--- src/rtl/spi_slave_if.sv ---
// spi_slave_if: SPI slave, all CPOL/CPHA modes, sclk domain only; define SPI_SLAVE_TRISTATE_EN to float miso when deselected
module spi_slave_if #(
  parameter int NBITS = 8
) (
  input  logic             reset,
  input  logic             sclk,
  input  logic             cs_n,
  input  logic             mosi,
  output logic             miso,
  input  logic             cpol,
  input  logic             cpha,
  input  logic             lsb_first,
  input  logic [NBITS-1:0] tx_data,
  output logic [NBITS-1:0] rx_data,
  output logic             rx_toggle,
  output logic             tx_toggle,
  output logic             short_frame
);
  localparam int CW = $clog2(NBITS);
  localparam logic [CW-1:0] LAST = CW'(NBITS - 1);
  logic             sclk_i, clr, sampled, mid, tx_bit;
  logic [CW-1:0]    in_cnt, out_cnt, k;
  logic [NBITS-1:0] rx_sh, tx_sh, rx_next;
  assign sclk_i  = sclk ^ cpol ^ cpha;
  assign clr     = reset | cs_n;
  assign rx_next = lsb_first ? {mosi, rx_sh[NBITS-1:1]} : {rx_sh[NBITS-2:0], mosi};
  assign k       = lsb_first ? out_cnt : LAST - out_cnt;
  // the first bit of a byte comes straight from tx_data, before it is latched
  assign tx_bit  = (out_cnt == '0 && in_cnt == '0) ? tx_data[k] : tx_sh[k];
`ifdef SPI_SLAVE_TRISTATE_EN
  assign miso = clr ? 1'bz : tx_bit;
`else
  assign miso = !clr && tx_bit;
`endif
  always_ff @(posedge sclk_i or posedge clr)
    if (clr) begin
      in_cnt  <= '0;
      sampled <= 1'b0;
    end else begin
      in_cnt  <= (in_cnt == LAST) ? '0 : in_cnt + 1'b1;
      sampled <= 1'b1;
    end
  always_ff @(negedge sclk_i or posedge clr)
    if (clr) out_cnt <= '0;
    else if (sampled) out_cnt <= (out_cnt == LAST) ? '0 : out_cnt + 1'b1;
  // mid mirrors in_cnt != 0 but survives the cs_n clear, so the cs_n edge can see it
  always_ff @(posedge sclk_i or posedge reset)
    if (reset) begin
      rx_sh     <= '0;
      tx_sh     <= '0;
      rx_data   <= '0;
      rx_toggle <= 1'b0;
      tx_toggle <= 1'b0;
      mid       <= 1'b0;
    end else if (!cs_n) begin
      rx_sh <= rx_next;
      mid   <= in_cnt != LAST;
      if (in_cnt == '0) begin
        tx_sh     <= tx_data;
        tx_toggle <= ~tx_toggle;
      end
      if (in_cnt == LAST) begin
        rx_data   <= rx_next;
        rx_toggle <= ~rx_toggle;
      end
    end
  always_ff @(posedge cs_n or posedge reset)
    if (reset) short_frame <= 1'b0;
    else if (mid) short_frame <= 1'b1;
endmodule

--- config.mk ---
export PLATFORM = sky130hd
export DESIGN_NAME = spi_slave_if
export DESIGN_NICKNAME = d
export VERILOG_FILES = /design/src/rtl/spi_slave_if.sv
export SDC_FILE = /design/constraint.sdc
export NUM_CORES = 1
export LEC_CHECK = 0
export ABC_AREA = 1
export CORE_MARGIN = 1.5
export CORE_UTILIZATION = 53
export DETAILED_ROUTE_END_ITERATION = 7
export GPL_TIMING_DRIVEN = 0
export PLACE_DENSITY = 0.79
export SLEW_MARGIN = 0
export SYNTH_ARGS = -nofsm -noshare
export SYNTH_HDL_FRONTEND = slang
export SYNTH_SLANG_ARGS = --single-unit
--- constraint.sdc ---
create_clock -name cs_n -period 1.6 [get_ports cs_n]
set_clock_uncertainty 0.2 [all_clocks]
set_input_delay 0.32 -clock cs_n [delete_from_list [all_inputs] [get_ports cs_n]]
set_output_delay 0.32 -clock cs_n [all_outputs]
set_load 0.1 [all_outputs]
==> summary.md <==
| Metric | Value |
|---|---|
| Static Leak | 1.19 nW |
| DRT iter0 DRCs | 87 |
| Tightest Pin Transition | 1060 ps |
| VDD IR-drop max | 917 uV |
| Period utilisation layout | 122% |
| Via count | 1558 |
| Placer Congestion | 0.889 |
| Diode count | 0 |
| Synth Instances | 196 |
| Post-synthesis adder-cell area fraction | 4.39% |
| GRT met1 Usage | 23.7% |
| Syn avg cell area | 8.73 um^2 |
| M2 GR Usage | 36.0% |
| Finished Layout Cells | 297 |
| Final hold vios | 0 |
| Final setup fails | 3 |
| Syn nets | 217 |
| CTS tree | built |
| Unrepaired setup endpoints after global routing | yes |
| Slew margin rel. | 29.1% |
| Worst hold path class | input pin to asynchronous set/reset pin |
| Min Tclk post-route | 1940 ps |
| Setup WS post-layout | -344 ps |
| Detailed placer's ending HPWL | 2520 um |
| First-pass GRT wire length | 6840 um |
| Startpoint Class | input pin |
| Violated checks | setup timing |
| Number of routed nets with antenna violations | 0 |
| Max Cap Violations | 0 |
| Critical path fanouts, max | 7 |
| Largest net degree at the start of global routing | 29 |
| Layout cells sized above 1 | 26.9% |
| Cell taking the most area after synthesis | dfrtp_1 |
| Synth Register Bits | 35 |
| Most common cell after layout, fill and taps aside | nand2_1 |
| Simple-gate share of the synthesized area | 23.8% |
| Vias per inst | 5.25 |
| Worst-path clk slew | 110 ps |
| Port bufs | 26 |
| Critical path type | input pin to output pin |
| Detailed Routing Iterations Pass 1 | 4 |
| DIE WIDTH | 59.8 um |
| Endpoint type of the worst setup path | output pin |
| Most frequent cells in the layout | 51 x nand2_1, 32 x dfrtp_1, 20 x o21ai_0, 18 x inv_1, 14 x clkdlybuf4s50_1 |
| CP required | 1080 ps |
| Routing usage on met3 | 13.4% |
| Mux cell area share after synthesis | 3.95% |
| PD cells | 824 nW/um^2 |
| Avg WL per Cell | 14.7 um |
| Area contributors post-synth | dfrtp_1 47%, nand2_1 13%, o21ai_0 5.8%, nand3_1 5.3%, dfrtn_1 4.4% |
| GRT Total Usage | 25.7% |
| Max Fclk | 514 MHz |
| Placed cells | 267 |
| Synth warn | 0 |
| Initial antenna violation count | 0 |
| Synth unique cells | 23 |
| Layout Nets | 273 |
| Final core occ | 79.3% |
| Die H | 59.8 um |
| Post-synth top area share | 46.8% |
| IO Pins | 27 |
| Hold WS | 0.201 ps |
| WL final | 4370 um |
| Starting Density | 56.1% |
| Outcome | complete, but fails checks |
| Die ar. | 3580 um^2 |
| P&R area growth vs syn | 41.5% |
| Cell Area, Synth | 1710 um^2 |
| Gr busiest metal | met2 |
| Grt ovf | 0 |
| Vias in the first global route | 1959 |
| Endpoints left unconstrained | 43 |
| Register pins left without a clock | 34 |
| DRC errors left | 0 |
| Worst skew pair latency | 400 ps |
| Compound-Gate Fraction of Synth Area | 6.14% |
| Core box area | 3050 um^2 |
| Place WS | -1680 ps |
| Worst Path Arrival | 1420 ps |
| Sequential area share after synthesis | 51.2% |
| XOR/XNOR Fraction of Synth Area | 4.02% |
| Row count | 20 |
| Worst-case reg-to-reg path depth | 1 |
| Largest family of logic cells by synthesized area | simple AND/OR/NAND/NOR gates |
| Slew Viols, Final | 0 |
## registers in the layout, indices dropped and copies added, names as in the netlist
register / cells
rx_data: 8
rx_sh: 8
tx_sh: 8
in_cnt: 3
out_cnt: 3
mid: 1
rx_toggle: 1
sampled: 1
short_frame: 1
tx_toggle: 1
## worst max-delay path: stages
cell and delay (ps):
buf_8 110, buf_12 140, nand2_8 90, nand2_8 80, o21ai_2 140, nor2_1 60, nor2_2 140, nor2_2 70
nor2_4 100, buf_12 180
## worst paths after layout
check,from,to,slack [ps]
max,lsb_first,miso,-340
max in group asynchronous,reset,short_frame,570
max reg2reg,short_frame,short_frame,590
min in group cs_n,short_frame,short_frame,330
min reg2reg,short_frame,short_frame,330
min,reset,short_frame,0.2
## final cells by class
class	count	area (um^2)
buffer	4	33.8
clock buffer	12	106
clock inverter	20	128
fill	193	631
inverter	20	77.6
multi-input combinational	135	882
sequential	35	876
tap	44	55.1
timing repair buffer	27	264
## cells by family (layout without fill, tap and decap cells)
group,count (synthesis),after routing
buffers and inverters,26,83
AO/OA/AOI/OAI,21,21
adder cells (fa/ha/maj),6,6
multiplexers,6,6
flip-flops,35,35
other,1,1
AND/OR/NAND/NOR,94,94
XOR/XNOR,7,7
## Yosys cell counts, drive strengths merged
library cell / n
nand3: 18
nor2: 9
dfrtp: 32
or2: 1
conb: 1
nand4: 1
mux2: 6
clkbuf: 1
nand2: 65
xnor2: 5
xor2: 2
inv: 21
dfrtn: 3
ha: 6
o21ai: 21
clkinv: 1
buf: 3
## timing repair
item,4_1_cts,5_1_grt
setup endpoints to repair,5,5
hold buffers,0,0
resized for setup,50,16
pin swaps,17,10
setup buffers,3,1
## through the flow
stage	TNS (ps)	power, mW	area (um^2)
floorplan	-483	0.767	1730
global placement	-2350	0.897	2040
detailed placement	-2380	0.920	2070
CTS	-299	1.94	2360
global route	-424	2.12	2420
finish	-344	2.00	2420
## per-layer routing
layer,routed length (um),up-vias
li1,-,727
met5,0,-
met1,1730,726
met4,121,0
met3,271,21
met2,2250,84
## report_power, final
group | total [mW] | switching (mW) | internal (mW)
registers | 0.238 | 0.0427 | 0.195
logic | 0.430 | 0.291 | 0.138
clock network | 1.33 | 0.553 | 0.775
No activity file was read; power rests on OpenSTA's default activity.
